==> src/rtl/alu_mc.sv <==
// ---------------------------------------------------------------------------
// alu_mc -- multi-cycle ALU with a valid/ready request and result interface.
//
// Single-cycle ops (add/sub/logic/shift/compare) return their result one
// clock after the request is accepted. The optional shift-add multiplier
// (op 0000) retires one multiplier bit per clock and returns WIDTH clocks
// after accept.
//
// Build option:
//   ALU_MC_MUL_EN  defined   -> op 0000 is an unsigned shift-add multiply.
//                  undefined -> op 0000 is an undefined op; multiplier and
//                               MUL state are not built; busy is tied 0.
//
// Parameters:
//   WIDTH      operand/result width (8, 16, 32 or 64)
//   SHW        shift-amount width, derived from WIDTH
//
// Ports:
//   clk, reset                 clock; asynchronous active-high reset
//   in_valid, in_ready         request handshake
//   op, operand_a, operand_b   operation code and operands
//   shamt                      shift amount (shifts only)
//   out_valid, out_ready       result handshake
//   result                     WIDTH-bit result
//   zero, negative,
//   overflow, carry            status flags, registered with result
//   busy                       multiply in progress
//   fsm_state                  controller state (00 idle, 01 mul, 10 hold)
//
// Handshake: a transfer happens on a rising edge where valid and ready are
// both 1. in_ready is high in IDLE/HOLD when the output slot is empty or
// being drained this cycle; out_valid stays high with result/flags frozen
// until out_ready is seen. A retiring result and a new request may transfer
// on the same edge.
// ---------------------------------------------------------------------------
module alu_mc #(
   parameter int WIDTH = 32,
   parameter int SHW   = $clog2(WIDTH)
) (
   input  logic             clk,
   input  logic             reset,
   input  logic             in_valid,
   output logic             in_ready,
   input  logic [3:0]       op,
   input  logic [WIDTH-1:0] operand_a,
   input  logic [WIDTH-1:0] operand_b,
   input  logic [SHW-1:0]   shamt,
   output logic             out_valid,
   input  logic             out_ready,
   output logic [WIDTH-1:0] result,
   output logic             zero,
   output logic             negative,
   output logic             overflow,
   output logic             carry,
   output logic             busy,
   output logic [1:0]       fsm_state
);

   // ------------------------------------------------------------------
   // Operation codes
   // ------------------------------------------------------------------
   localparam logic [3:0] OP_ADD  = 4'b0010;
   localparam logic [3:0] OP_SUB  = 4'b0011;
   localparam logic [3:0] OP_AND  = 4'b0100;
   localparam logic [3:0] OP_OR   = 4'b0101;
   localparam logic [3:0] OP_XOR  = 4'b0110;
   localparam logic [3:0] OP_NOT  = 4'b0111;
   localparam logic [3:0] OP_SLL  = 4'b1000;
   localparam logic [3:0] OP_SRL  = 4'b1001;
   localparam logic [3:0] OP_NOR  = 4'b1010;
   localparam logic [3:0] OP_SUBU = 4'b1011;
   localparam logic [3:0] OP_ADDU = 4'b1100;
   localparam logic [3:0] OP_SRA  = 4'b1101;
   localparam logic [3:0] OP_SLT  = 4'b1110;
   localparam logic [3:0] OP_SLTU = 4'b1111;
`ifdef ALU_MC_MUL_EN
   localparam logic [3:0] OP_MUL  = 4'b0000;
`endif

   // ------------------------------------------------------------------
   // Controller state
   // ------------------------------------------------------------------
`ifdef ALU_MC_MUL_EN
   typedef enum logic [1:0] {
      S_IDLE = 2'd0,
      S_MUL  = 2'd1,
      S_HOLD = 2'd2
   } state_t;
`else
   typedef enum logic [1:0] {
      S_IDLE = 2'd0,
      S_HOLD = 2'd2
   } state_t;
`endif

   state_t state;
   state_t state_next;

   logic accept;
   logic is_mul_req;
   logic mul_last;

`ifdef ALU_MC_MUL_EN
   assign is_mul_req = (op == OP_MUL);
`else
   assign is_mul_req = 1'b0;
`endif

   // A result is on the output exactly while the controller is in HOLD.
   assign out_valid = (state == S_HOLD);
   assign in_ready  = ((state == S_IDLE) || (state == S_HOLD)) &&
                      (!out_valid || out_ready);
   assign accept    = in_valid && in_ready;
   assign fsm_state = state;

`ifdef ALU_MC_MUL_EN
   assign busy = (state == S_MUL);
`else
   assign busy = 1'b0;
`endif

   // ------------------------------------------------------------------
   // Single-cycle datapath
   // ------------------------------------------------------------------
   logic [WIDTH:0]   add_full;
   logic [WIDTH:0]   sub_full;
   logic             add_ovf;
   logic             sub_ovf;
   logic             slt_s;
   logic             borrow;
   logic [WIDTH-1:0] alu_res;
   logic             alu_ovf;
   logic             alu_cy;

   assign add_full = {1'b0, operand_a} + {1'b0, operand_b};
   // MSB of a zero-extended subtraction is the unsigned borrow (a < b).
   assign sub_full = {1'b0, operand_a} - {1'b0, operand_b};
   assign borrow   = sub_full[WIDTH];

   // Signed overflow: like-signed operands (add) / unlike-signed operands
   // (sub) producing a result whose sign differs from operand_a.
   assign add_ovf = (operand_a[WIDTH-1] == operand_b[WIDTH-1]) &&
                    (add_full[WIDTH-1] != operand_a[WIDTH-1]);
   assign sub_ovf = (operand_a[WIDTH-1] != operand_b[WIDTH-1]) &&
                    (sub_full[WIDTH-1] != operand_a[WIDTH-1]);
   assign slt_s   = ($signed(operand_a) < $signed(operand_b));

   always_comb begin
      alu_res = '0;
      alu_ovf = 1'b0;
      alu_cy  = 1'b0;
      case (op)
         OP_ADD: begin
            alu_res = add_full[WIDTH-1:0];
            alu_ovf = add_ovf;
            alu_cy  = add_full[WIDTH];
         end
         OP_ADDU: begin
            alu_res = add_full[WIDTH-1:0];
            alu_cy  = add_full[WIDTH];
         end
         OP_SUB: begin
            alu_res = sub_full[WIDTH-1:0];
            alu_ovf = sub_ovf;
            alu_cy  = borrow;
         end
         OP_SUBU: begin
            alu_res = sub_full[WIDTH-1:0];
            alu_cy  = borrow;
         end
         OP_AND:  alu_res = operand_a & operand_b;
         OP_OR:   alu_res = operand_a | operand_b;
         OP_XOR:  alu_res = operand_a ^ operand_b;
         OP_NOT:  alu_res = ~operand_a;
         OP_NOR:  alu_res = ~(operand_a | operand_b);
         OP_SLL:  alu_res = operand_a << shamt;
         OP_SRL:  alu_res = operand_a >> shamt;
         OP_SRA:  alu_res = $unsigned($signed(operand_a) >>> shamt);
         OP_SLT:  alu_res = {{(WIDTH-1){1'b0}}, slt_s};
         OP_SLTU: begin
            alu_res = {{(WIDTH-1){1'b0}}, borrow};
            alu_cy  = borrow;
         end
         // Undefined codes (and 0000 without the multiplier) give a zero
         // result; zero flag follows from the result below.
         default: begin
            alu_res = '0;
         end
      endcase
   end

   // ------------------------------------------------------------------
   // Shift-add multiplier: {mul_hi, mul_lo} starts as {0, operand_b};
   // each step adds the multiplicand into the high half when the current
   // multiplier bit is set, then shifts the pair right by one.
   // ------------------------------------------------------------------
`ifdef ALU_MC_MUL_EN
   logic [WIDTH-1:0] mul_mcand;
   logic [WIDTH-1:0] mul_hi;
   logic [WIDTH-1:0] mul_lo;
   logic [SHW-1:0]   mul_cnt;
   logic [WIDTH:0]   step_sum;
   logic [WIDTH-1:0] step_hi;
   logic [WIDTH-1:0] step_lo;

   assign step_sum = {1'b0, mul_hi} + (mul_lo[0] ? {1'b0, mul_mcand} : '0);
   assign step_hi  = step_sum[WIDTH:1];
   assign step_lo  = {step_sum[0], mul_lo[WIDTH-1:1]};
   assign mul_last = (state == S_MUL) && (mul_cnt == SHW'(WIDTH - 1));

   always_ff @(posedge clk or posedge reset) begin
      if (reset) begin
         mul_mcand <= '0;
         mul_hi    <= '0;
         mul_lo    <= '0;
         mul_cnt   <= '0;
      end else if (accept && is_mul_req) begin
         mul_mcand <= operand_a;
         mul_hi    <= '0;
         mul_lo    <= operand_b;
         mul_cnt   <= '0;
      end else if (state == S_MUL) begin
         mul_hi  <= step_hi;
         mul_lo  <= step_lo;
         mul_cnt <= mul_cnt + SHW'(1);
      end
   end
`else
   assign mul_last = 1'b0;
`endif

   // ------------------------------------------------------------------
   // FSM
   // ------------------------------------------------------------------
   always_ff @(posedge clk or posedge reset) begin
      if (reset) begin
         state <= S_IDLE;
      end else begin
         state <= state_next;
      end
   end

   always_comb begin
      state_next = state;
      case (state)
         S_IDLE: begin
            if (accept) begin
               state_next = is_mul_req ? state_t'(2'd1) : S_HOLD;
            end
         end
`ifdef ALU_MC_MUL_EN
         S_MUL: begin
            if (mul_last) begin
               state_next = S_HOLD;
            end
         end
`endif
         S_HOLD: begin
            // accept implies out_ready here, so the held result retires.
            if (accept) begin
               state_next = is_mul_req ? state_t'(2'd1) : S_HOLD;
            end else if (out_ready) begin
               state_next = S_IDLE;
            end
         end
         default: state_next = S_IDLE;
      endcase
   end

   // ------------------------------------------------------------------
   // Result and flag registers
   // ------------------------------------------------------------------
   always_ff @(posedge clk or posedge reset) begin
      if (reset) begin
         result   <= '0;
         zero     <= 1'b0;
         negative <= 1'b0;
         overflow <= 1'b0;
         carry    <= 1'b0;
      end else if (accept && !is_mul_req) begin
         result   <= alu_res;
         zero     <= (alu_res == '0);
         negative <= alu_res[WIDTH-1];
         overflow <= alu_ovf;
         carry    <= alu_cy;
      end
`ifdef ALU_MC_MUL_EN
      else if (mul_last) begin
         // Low half is the result; any bit in the high half is overflow.
         result   <= step_lo;
         zero     <= (step_lo == '0);
         negative <= step_lo[WIDTH-1];
         overflow <= |step_hi;
         carry    <= 1'b0;
      end
`endif
   end

endmodule

==> config.mk <==
export PLATFORM = sky130hd
export DESIGN_NAME = alu_mc
export DESIGN_NICKNAME = d
export VERILOG_FILES = /design/src/rtl/alu_mc.sv
export SDC_FILE = /design/constraint.sdc
export NUM_CORES = 1
export LEC_CHECK = 0
export BUFFER_PORTS_ARGS = -buffer_cell sky130_fd_sc_hd__buf_4
export CAP_MARGIN = 10
export CELL_PAD_IN_SITES_DETAIL_PLACEMENT = 1
export CELL_PAD_IN_SITES_GLOBAL_PLACEMENT = 1
export CORE_MARGIN = 1
export CORE_UTILIZATION = 49
export DETAILED_ROUTE_END_ITERATION = 7
export PLACE_DENSITY_LB_ADDON = 0.1
export SYNTH_ARGS = -nofsm -noshare
export SYNTH_HDL_FRONTEND = slang
export SYNTH_SLANG_ARGS = --single-unit
==> constraint.sdc <==
create_clock -name clk -period 3.93 [get_ports clk]
set_input_delay 0.786 -clock clk [delete_from_list [all_inputs] [get_ports clk]]
set_output_delay 0.786 -clock clk [all_outputs]
set_load 0.01 [all_outputs]
==> summary.txt, run 1 <==
Status
  – Status: stopped before the end
  – Fail Step: 3_5_place_dp
  – First error: [ERROR DPL-0033] detailed placement checks failed during check placement.

Logic synthesis
  – Post-synth EDFFs: 0
  – Synth Cell Area: 12800 um2
  – Register area share after synthesis: 0.0706
  – Syn avg cell area: 7.37 um2
  – Cell accounting for the most synthesized area: ha_1
  – Asr flop ratio synth: 1.00
  – Synth Flop Type: dfrtp_1
  – Ys Warns: 0
  – Count of cell types in the netlist: 103
  – Post-Syn Instances: 1731
  – Synth area leaders: ha_1, mux4_2, dfrtp_1
  – Synth Register Bits: 36
  – Top-area cell type share of the netlist area: 0.100

Placed design
  – I/O Buffers: 115
  – Hpwl dp: 73000 um
  – GP Congestion: 1.23

Floorplan
  – I/O pins: 118
  – Die Wd: 163 um
  – Initial Util: 0.504
  – Die Height: 163 um
  – Rows: 58
[cells in the mapped netlist, types with 25 or more instances]
| master | number |
|---|---|
| mux2_2 | 33 |
| ha_1 | 102 |
| a21oi_1 | 91 |
| nand2_1 | 183 |
| o22ai_1 | 43 |
| buf_2 | 40 |
| clkbuf_1 | 91 |
| o21ai_0 | 82 |
| dfrtp_1 | 36 |
| nor2_1 | 144 |
| o211ai_1 | 35 |
| nor3_1 | 39 |
| nor2b_1 | 25 |
| inv_1 | 104 |
| nand3_1 | 38 |
| mux4_2 | 51 |
| mux2i_1 | 80 |
[stage by stage]
| stage | worst slack (ps) | hold slack (ps) | std cells |
|---|---|---|---|
| 2_1_floorplan | 9.58 | 514 | 1732 |
| 3_3_place_gp | -732 | 463 | 2573 |
[kinds of logic after synthesis]
family	after synthesis	share of synthesized area
compound gates	535	0.302
fa+ha+maj	104	0.103
other cells	1	0.000294
xor+xnor	12	0.00824
mux	174	0.191
flops	36	0.0706
buf+inv	272	0.0920
simple gates	597	0.232
==> run 2: changes to the inputs <==
Settings changed: CELL_PAD_IN_SITES_DETAIL_PLACEMENT 1 to not set, CELL_PAD_IN_SITES_GLOBAL_PLACEMENT 1 to not set, CORE_UTILIZATION 49 to 34, PLACE_DENSITY_LB_ADDON 0.1 to 0.15.
==> run 2 against run 1 <==
The flow now finishes, with violations (negative setup slack). Synthesized cell count unchanged. Area after synthesis is the same.
==> summary.txt, run 2 <==
Status
  – Status: complete, but fails checks (was stopped before the end)
  – Failing checks: negative setup slack

Route
  – DRC viols: 0
  – Routed WL per cell: 26.2 um
  – DRT Pass-1 Iters: 6
  – DRT iter0 DRCs: 1935
  – WL final: 74100 um
  – Routed Antenna Nets: 0
  – Vias per std cell: 6.07
  – Via count: 17200

Cells and area
  – Final cell count without fillers: 2831
  – Syn-to-layout area delta: 52.7%
  – Most common cell after layout, fill and taps aside: buf_4
  – Nets: 2542
  – Final instance area: 19500 um2
  – Share of cells above drive strength 1: 0.431
  – Reg with most FFs: result
  – Commonest cells after routing, fill and taps aside: buf_4, nand2_1, nor2_1, inv_1, ha_1
  – Max reg flops: 32

Logic synthesis
  – Ys Warns: 0 (unchanged)
  – Top-area cell type share of the netlist area: 0.100 (unchanged)
  – Cell accounting for the most synthesized area: ha_1 (unchanged)
  – Most common cell in the synthesized netlist: nand2_1 (unchanged)
  – Register area share after synthesis: 0.0706 (unchanged)
  – Post-Syn Instances: 1731 (unchanged)
  – Synth Cell Area: 12800 um2 (unchanged)
  – Syn avg cell area: 7.37 um2 (unchanged)
  – Post-synth EDFFs: 0 (unchanged)
  – Synth Flop Type: dfrtp_1 (unchanged)
  – Count of cell types in the netlist: 103 (unchanged)
  – Synth area leaders: ha_1, mux4_2, dfrtp_1 (unchanged)
  – Post-synth top cells: nand2_1, nor2_1, inv_1 (unchanged)
  – Synth Register Bits: 36 (unchanged)
  – Asr flop ratio synth: 1.00 (unchanged)

Placed design
  – Setup Slack @ Placement: -644 ps
  – Hpwl dp: 62300 um (was 73000 um)
  – I/O Buffers: 115 (unchanged)
  – GP Congestion: 1.07 (was 1.23)
  – Area post-placement: 18400 um2
  – Number of instances in the placed design: 2791

Timing
  – Setup ws final: -190 ps
  – Crit path time final: 4120 ps
  – Worst-margin pin slew: 1070 ps
  – Setup Viol. Count Final: 1
  – Slew Limit Fails: 0
  – Clock skew: 3.96 ps
  – Final period utilization: 1.05
  – RSZ-0062 raised after global routing: true
  – Slew HR: 0.266
  – Final hold violations: 0
  – Fmax: 243 MHz

Floorplan
  – Die Height: 196 um (was 163 um)
  – Die ar.: 38300 um2
  – Die Wd: 196 um (was 163 um)
  – Rows: 70 (was 58)
  – Core area: 36800 um2
  – I/O pins: 118 (unchanged)
  – Initial Util: 0.347 (was 0.504)

Pwr
  – Comb power frac: 0.769
  – Pint: 2090 uW
  – Leakage: 0.00903 uW
  – PD cells: 198 nW/um2
  – Sw Ratio: 0.457
  – Share of power burned in registers: 0.126
  – Final Power: 3850 uW
  – Clock share of power: 0.105
  – Peak supply drop: 0.000172 V
  – Psw: 1760 uW

Clocking
  – Clock transition at path regs: 60 ps
  – CTS tree: yes
  – Worst-Skew Late Latency: 290 ps
  – CTS root buf: clkbuf_16
  – TritonCTS Buffers: 5
  – CTS Hold Bufs: 0
  – Max Buffers Root-to-Sink: 2
  – H-Tree Depth: 2
  – Clock Sinks: 36

Worst hold path
  – Hold path depth: 2
  – Hold Path Class: reg -> reg

Global route
  – Global-route wire length before repair: 110000 um
  – Grt ovf: 0
  – Largest net degree at the start of global routing: 49
  – Initial antenna violation count: 1
  – GR Util All Layers: 0.383
  – Vias in the first global route: 16800

Worst setup path
  – CP endpoint kind: flip-flop
  – Req. time, crit path: 4110 ps
  – CP Launch Type: input port
  – Setup CP Type: in -> reg
  – Critical Path AT: 4300 ps
  – Worst Path Max Fanout: 4
  – R2R depth: 13

Flow run
  – # Max-Cap Violations: 0
-- run 2: layout make-up --
class / instances / area [um2]
well taps: 468 / 586
multi-input cells: 1424 / 11300
fillers: 3654 / 17300
flip-flops and latches: 36 / 901
repair buffers: 784 / 6100
diodes: 1 / 2.50
inverters: 110 / 430
clock buffers: 8 / 146
-- run 2: per-stage QoR --
stage	TNS (ps)	hold WS, ps	utilization
2_1_floorplan	0	514	-
3_3_place_gp	-2950	465	0.501
3_5_place_dp	-3610	469	0.501
4_1_cts	-192	482	0.517
5_1_grt	-396	502	0.530
6_report	-190	476	0.530
-- run 2: layer usage --
metal | track usage | share of wire
met1 | 0.525 | 0.43
met2 | 0.614 | 0.45
met3 | 0.0418 | 0.077
met4 | 0.150 | 0.047
met5 | 0 | 0
-- run 2: worst paths after layout --
kind | start | to | slack, ps
max | operand_a[0] | zero | -190
min | result[0] | result[0] | 480
max reg2reg | fsm_state[1] | zero | 810
min reg2reg | result[0] | result[0] | 480
max in group asynchronous | reset | result[8] | 2580
min in group asynchronous | reset | result[25] | 620
-- run 2: logic make-up after synthesis --
kind of cell	count (synthesis)	synth area share
compound gates	535	0.302
xor+xnor	12	0.00824
fa+ha+maj	104	0.103
buf+inv	272	0.0920
flops	36	0.0706
mux	174	0.191
other cells	1	0.000294
simple gates	597	0.232
-- run 2: power by group through the flow --
stage,registers (uW),clock network [uW],logic (uW)
after floorplan,517,0,1260
after global placement,487,0,2710
after detailed placement,489,0,2720
after CTS,485,413,2810
after global routing,491,432,3130
final,483,406,2960
-- run 2: worst max-delay path, cell delays in order --
cell      delay, ps
buf_8           110
ha_4            160
fa_2            350
a21o_1          190
a221o_1         420
a32oi_2         340
buf_4           180
nand2_4          40
a221o_1         330
a221oi_2        280
o211ai_1        160
nor4_2          160
buf_4           170
and4_1          190
nand4b_1        130
o41ai_2         300
-- run 2: repair_timing --
action	in CTS	in global routing
pin swaps	32	37
gates cloned	1	0
setup endpoints to repair	5	9
resized for setup	59	69
setup buffers	17	15
Note: power is estimated with default switching activity, not from simulation.
